### src/rtl/bf_tape_if.sv
// bf_tape_if: command/response bus between the bf-machine sequencer and the
// data-tape unit.
//   cmd_valid/cmd_op/cmd_data : command from sequencer (held until accepted)
//   cmd_ready                 : tape accepts a command this cycle
//   rsp_valid/rsp_data        : one-cycle CELL_RD result pulse; data holds after
// master = sequencer side, slave = tape side.
interface bf_tape_if #(
  parameter int DW = 8
);
  logic          cmd_valid;
  logic [2:0]    cmd_op;
  logic [DW-1:0] cmd_data;
  logic          cmd_ready;
  logic          rsp_valid;
  logic [DW-1:0] rsp_data;

  modport master (
    output cmd_valid, cmd_op, cmd_data,
    input  cmd_ready, rsp_valid, rsp_data
  );

  modport slave (
    input  cmd_valid, cmd_op, cmd_data,
    output cmd_ready, rsp_valid, rsp_data
  );
endinterface

### src/rtl/bf_tape.sv
// bf_tape: data tape of the bf-machine. Holds the cell RAM, the data pointer
// and a register (cur) mirroring mem[ptr], so cell ops need no RAM read.
// After reset or a CLEAR command the RAM is zeroed by a DEPTH-cycle sweep.
// Ports:
//   clock, reset : rising-edge clock, synchronous active-high reset
//   bus (slave)  : command/response handshake, see bf_tape_if
//   cell_zero    : cur == 0, for '[' / ']' decisions (valid while cmd_ready)
//   ptr          : current data pointer
//   busy         : clear sweep in progress
//   ptr_err      : only with TAPE_BOUNDS_EN; sticky out-of-range pointer move
// Optional feature macro: TAPE_BOUNDS_EN (pointer moves past either end are
// refused instead of wrapping).
module bf_tape #(
  parameter int DW    = 8,
  parameter int AW    = 8,
  parameter int DEPTH = 256
) (
  input  logic          clock,
  input  logic          reset,
  bf_tape_if.slave      bus,
  output logic          cell_zero,
  output logic [AW-1:0] ptr,
`ifdef TAPE_BOUNDS_EN
  output logic          ptr_err,
`endif
  output logic          busy
);

  localparam logic [2:0] OP_NOP = 3'd0, OP_PINC = 3'd1, OP_PDEC = 3'd2,
                         OP_CINC = 3'd3, OP_CDEC = 3'd4, OP_WR = 3'd5,
                         OP_RD = 3'd6, OP_CLR = 3'd7;
  localparam logic [AW-1:0] LAST = AW'(DEPTH - 1);

  typedef enum logic [1:0] {S_CLEAR, S_IDLE, S_FETCH} state_t;

  state_t        state, state_n;
  logic [AW-1:0] cnt, cnt_n;
  logic [AW-1:0] ptr_q, ptr_n;
  logic [DW-1:0] cur, cur_n;
  logic          rv_q, rv_n;
  logic [DW-1:0] rd_q, rd_n;
  logic [DW-1:0] ram_q;
  logic          we;
  logic [AW-1:0] waddr;
  logic [DW-1:0] wdata;
`ifdef TAPE_BOUNDS_EN
  logic          err_q, err_n;
`endif

  logic [DW-1:0] mem [DEPTH];

  always_ff @(posedge clock) begin
    if (reset) begin
      state <= S_CLEAR;
      cnt   <= '0;
      ptr_q <= '0;
      cur   <= '0;
      rv_q  <= 1'b0;
      rd_q  <= '0;
`ifdef TAPE_BOUNDS_EN
      err_q <= 1'b0;
`endif
    end else begin
      state <= state_n;
      cnt   <= cnt_n;
      ptr_q <= ptr_n;
      cur   <= cur_n;
      rv_q  <= rv_n;
      rd_q  <= rd_n;
`ifdef TAPE_BOUNDS_EN
      err_q <= err_n;
`endif
    end
  end

  // RAM: the read always targets the next pointer, so after a move the FETCH
  // cycle sees mem[new ptr]. A write in the same cycle as a move is to the old
  // address, which always differs from the new one (DEPTH >= 2).
  always_ff @(posedge clock) begin
    if (we && !reset) mem[waddr] <= wdata;
    ram_q <= mem[ptr_n];
  end

  always_comb begin
    state_n = state;
    cnt_n   = cnt;
    ptr_n   = ptr_q;
    cur_n   = cur;
    rv_n    = 1'b0;
    rd_n    = rd_q;
    we      = 1'b0;
    waddr   = ptr_q;
    wdata   = cur;
`ifdef TAPE_BOUNDS_EN
    err_n   = err_q;
`endif
    case (state)
      S_CLEAR: begin
        we    = 1'b1;
        waddr = cnt;
        wdata = '0;
        if (cnt == LAST) begin
          state_n = S_IDLE;
          ptr_n   = '0;
          cur_n   = '0;
        end else begin
          cnt_n = cnt + AW'(1);
        end
      end
      S_IDLE: begin
        if (bus.cmd_valid) begin
          case (bus.cmd_op)
            OP_CINC: begin
              cur_n = cur + DW'(1);
              we    = 1'b1;
              wdata = cur_n;
            end
            OP_CDEC: begin
              cur_n = cur - DW'(1);
              we    = 1'b1;
              wdata = cur_n;
            end
            OP_WR: begin
              cur_n = bus.cmd_data;
              we    = 1'b1;
              wdata = bus.cmd_data;
            end
            OP_RD: begin
              rv_n = 1'b1;
              rd_n = cur;
            end
            OP_PINC: begin
`ifdef TAPE_BOUNDS_EN
              if (ptr_q == LAST) begin
                err_n = 1'b1;
              end else begin
                ptr_n   = ptr_q + AW'(1);
                state_n = S_FETCH;
              end
`else
              ptr_n   = (ptr_q == LAST) ? '0 : ptr_q + AW'(1);
              state_n = S_FETCH;
`endif
            end
            OP_PDEC: begin
`ifdef TAPE_BOUNDS_EN
              if (ptr_q == '0) begin
                err_n = 1'b1;
              end else begin
                ptr_n   = ptr_q - AW'(1);
                state_n = S_FETCH;
              end
`else
              ptr_n   = (ptr_q == '0) ? LAST : ptr_q - AW'(1);
              state_n = S_FETCH;
`endif
            end
            OP_CLR: begin
              // Same as reset entry, but the last CELL_RD result is kept.
              state_n = S_CLEAR;
              cnt_n   = '0;
              ptr_n   = '0;
              cur_n   = '0;
`ifdef TAPE_BOUNDS_EN
              err_n   = 1'b0;
`endif
            end
            default: ;  // OP_NOP
          endcase
        end
      end
      S_FETCH: begin
        cur_n   = ram_q;
        state_n = S_IDLE;
      end
      default: state_n = S_CLEAR;
    endcase
    // Keep the RAM read address consistent with what reset loads into ptr.
    if (reset) ptr_n = '0;
  end

  assign bus.cmd_ready = (state == S_IDLE);
  assign bus.rsp_valid = rv_q;
  assign bus.rsp_data  = rd_q;
  assign cell_zero     = (cur == '0);
  assign ptr           = ptr_q;
  assign busy          = (state == S_CLEAR);
`ifdef TAPE_BOUNDS_EN
  assign ptr_err       = err_q;
`endif

endmodule

### src/flat_wrapper.sv
// flat-port wrapper written by rule: the top's interface ports become plain ports
module bf_tape_flat 
#(
  parameter int DW    = 8,
  parameter int AW    = 8,
  parameter int DEPTH = 256
)
  (clock, reset, cell_zero, ptr, busy, bus_cmd_valid, bus_cmd_op, bus_cmd_data, bus_cmd_ready, bus_rsp_valid, bus_rsp_data);
  bf_tape_if #(.DW(DW)) bus_i ();
  input  logic clock;
  input  logic reset;
  output logic cell_zero;
  output logic [AW-1:0] ptr;
  output logic busy;
  input wire logic [$bits(bus_i.cmd_valid)-1:0] bus_cmd_valid;
  input wire logic [$bits(bus_i.cmd_op)-1:0] bus_cmd_op;
  input wire logic [$bits(bus_i.cmd_data)-1:0] bus_cmd_data;
  output wire logic [$bits(bus_i.cmd_ready)-1:0] bus_cmd_ready;
  output wire logic [$bits(bus_i.rsp_valid)-1:0] bus_rsp_valid;
  output wire logic [$bits(bus_i.rsp_data)-1:0] bus_rsp_data;
  assign bus_i.cmd_valid = bus_cmd_valid;
  assign bus_i.cmd_op = bus_cmd_op;
  assign bus_i.cmd_data = bus_cmd_data;
  assign bus_cmd_ready = bus_i.cmd_ready;
  assign bus_rsp_valid = bus_i.rsp_valid;
  assign bus_rsp_data = bus_i.rsp_data;
  bf_tape #(.DW(DW), .AW(AW), .DEPTH(DEPTH)) u_core (.clock(clock), .reset(reset), .bus(bus_i), .cell_zero(cell_zero), .ptr(ptr), .busy(busy));
endmodule
### config.mk
export PLATFORM = sky130hd
export DESIGN_NAME = bf_tape_flat
export DESIGN_NICKNAME = d
export VERILOG_FILES = /design/src/rtl/bf_tape_if.sv /design/src/rtl/bf_tape.sv /design/src/flat_wrapper.sv
export SDC_FILE = /design/constraint.sdc
export NUM_CORES = 2
export LEC_CHECK = 0
export BUFFER_PORTS_ARGS = -buffer_cell sky130_fd_sc_hd__buf_2
export CAP_MARGIN = 0
export CORE_ASPECT_RATIO = 0.5
export CORE_MARGIN = 4
export CORE_UTILIZATION = 40
export DETAILED_ROUTE_END_ITERATION = 10
export PLACE_DENSITY = 0.51
export SYNTH_ARGS = -nofsm -noshare
export SYNTH_HDL_FRONTEND = slang
export SYNTH_SLANG_ARGS = --single-unit
### constraint.sdc
create_clock -name clock -period 20.5 [get_ports clock]
set_clock_uncertainty 0.05 [all_clocks]
set_input_delay 2.05 -clock clock [delete_from_list [all_inputs] [get_ports clock]]
set_output_delay 2.05 -clock clock [all_outputs]
set_load 0.02 [all_outputs]
==> metrics.cfg <==
[layout]
layout.nets = 6455
utilization_pct = 44.7
layout_commonest_cell = edfxtp_1
mostFrequentLayoutCells = edfxtp_1, nand2_1, nand3_1
area_delta_synth_final_pct = 10.5
final_layout_size_suffix_gt1_share_pct = 7.22

[detailed_routing]
drt_wl_total_um = 270000
vias = 55000
drt_iter0_markers = 7102
drc = 0
antenna_left = 0
via_per_inst = 5.83
first_pass_iters = 6
wl_per_cell_um = 28.6

[power_and_ir_drop]
p_leak_nw = 31.2
powerDensity_mw_per_mm2 = 86.9
peakVddDrop_mv = 0.0655

[yosys]
synthesis.nets = 6529
async_flop_share_pct = 0
synth_area_per_cell_um2 = 13.2
synth_seq_area_share_pct = 72.9
synth_edf_count = 2048
ys.flop_type = edfxtp_1
ys_warn_count = 0
synth.ff_latch_count = 2091
synth.cell_area_mm2 = 0.0856
synthCells = 6505
yosysUniqueCellTypes = 85

[global_route]
grt_max_degree = 244
grt_pass1_wl_um = 384000
grt.total_usage_pct = 23.8
grt.overflow.total = 0
antenna_found_initial = 30
first_global_vias = 51700

[placement]
routabilityCongestion = 0.866
dp_slack_ns = 11.37
portBuffers = 33
dp_hpwl_um = 161000

[critical_path]
slowest_stage = nor4_1
cp-end-kind = flip-flop
start_kind = primary input
path_cells = buf_2 > nor2b_1 > o31a_1 > o31a_1 > o211ai_4 > inv_8 > buf_12 > buf_4 > buf_4 > mux2i_1 > o211ai_1 > nand4_1 > nor4_1 > nor3_1
critical_path_class = in2reg
required_ns = 21.10
worstPathArrival_ns = 9.02
crit_fanout = 107
cp_slowest_stage_delay_ns = 1.19

[die]
core.rowCount = 119
fp.dieW_um = 662
initial_core_util_pct = 40.4
die_area_mm2 = 0.222
core_mm2 = 0.212
io_pins = 34
die_h_um = 335

[clocking]
post_cts_buffers = 0
cts_root_buf = clkbuf_16
cts_tree = yes
clock_sinks = 2091
insertion_delay_ns = 0.85
clock_path_buffers = 4
cts_resized = 0
clk_pin_slew_ns = 0.06
cts_max_level = 4
hold_buffers = 0
cts_buffers = 199

[flow_run]
cap_violations = 0

[sta]
slew_headroom_pct = 3.94
finalSetupTns_ns = 0
maxClockFrequency_mhz = 119
post-route-min-period_ns = 8.42
hold_viol = 0
final-setup-viol-count = 0
holdWs_ns = 0.446
worst_pin_slew_ns = 1.44
slew_viol_final = 0
min_period_over_period_pct = 41.1
setup_slack_ns = 12.08
rsz0062_at_grt = false

[status]
outcome = completed

[worst_hold_path]
hp-class = reg2reg

power breakdown:
| part | switching, mW | leakage, nW | internal, mW | total [mW] |
|---|---|---|---|---|
| logic | 0.0367 | 7.69 | 0.00977 | 0.0464 |
| registers | 0.00390 | 20.5 | 4.62 | 4.63 |
| clock network | 1.58 | 2.95 | 1.96 | 3.55 |
| total | 1.62 | 31.2 | 6.59 | 8.22 |
worst paths after layout:
path	from	end	slack, ns	cells past startpoint
setup / recovery	bus_cmd_op[2]	u_core.ram_q[7]	12.08	14
setup reg to reg	u_core.ptr[0]	u_core.ram_q[7]	13.02	15
hold reg to reg	u_core.bus.rsp_data[3]	u_core.bus.rsp_data[3]	0.45	2
hold / removal	u_core.bus.rsp_data[3]	u_core.bus.rsp_data[3]	0.45	2
registers in the layout (all words and copies together), names as in the netlist:
register,count
u_core.bus.rsp_valid,1
u_core.mem,2048
u_core.state,2
u_core.cur,8
u_core.ptr,8
u_core.bus.rsp_data,8
u_core.cnt,8
u_core.ram_q,8
cell usage after synthesis (14+ instances only):
| cell | n | area, um^2 |
|---|---|---|
| a211oi_1 | 106 | 796 |
| a21oi_1 | 120 | 601 |
| inv_1 | 106 | 398 |
| dfxtp_1 | 43 | 861 |
| buf_2 | 204 | 1020 |
| nor4_1 | 36 | 225 |
| a31oi_1 | 175 | 1090 |
| nand3_1 | 759 | 3800 |
| nor2_1 | 340 | 1280 |
| mux2i_1 | 365 | 3650 |
| clkbuf_1 | 153 | 574 |
| o211ai_1 | 23 | 173 |
| edfxtp_1 | 2048 | 61500 |
| nor3_1 | 16 | 80.1 |
| buf_1 | 42 | 158 |
| buf_4 | 29 | 218 |
| nand2_1 | 1478 | 5550 |
| and3_1 | 14 | 87.6 |
| o21ai_0 | 64 | 320 |
| a41oi_1 | 15 | 131 |
| a311oi_1 | 68 | 596 |
| a22oi_1 | 47 | 353 |
| nand4_1 | 33 | 206 |
layer usage:
metal | routed length (um) | GRT usage (%)
met2 | 120000 | 36.2
met1 | 118000 | 35.8
met3 | 25600 | 3.93
met5 | 13 | 0
met4 | 5990 | 5.41
worst max-delay path: cells and delay by family:
family | cells | cell delay (ns)
multiplexers | 1 | 0.25
AO/OA/AOI/OAI | 4 | 1.16
AND/OR/NAND/NOR | 4 | 2.33
buffers and inverters | 5 | 2.78
metrics by stage:
stage | area [um^2] | std cells | power [mW]
after floorplan | 85600 | 6505 | 4.74
after global placement | 88400 | 9068 | 4.76
after detailed placement | 88500 | 9073 | 4.76
after CTS | 94600 | 9424 | 8.27
after global routing | 94600 | 9424 | 8.45
final | 94600 | 9427 | 8.22
kinds of logic after synthesis:
family / Yosys count / synth area share, %
AOI/OAI and AO/OA: 732 / 5.89
adders and majority gates: 10 / 0.146
DFF: 2091 / 72.9
xor gates and xnor gates: 16 / 0.164
and+or+nand+nor: 2735 / 13.6
muxes: 366 / 4.28
buffers and inverters: 555 / 3.02
final cells by class:
class / count / area (um^2)
Tap cell: 2843 / 3560
Inverter: 112 / 454
Timing Repair Buffer: 168 / 1280
Clock inverter: 84 / 697
Multi-Input combinational cell: 3859 / 20900
Antenna cell: 3 / 7.51
Clock buffer: 267 / 5350
Sequential cell: 2091 / 62400
Fill cell: 18900 / 117000
Note: power is estimated with default switching activity, not from simulation.
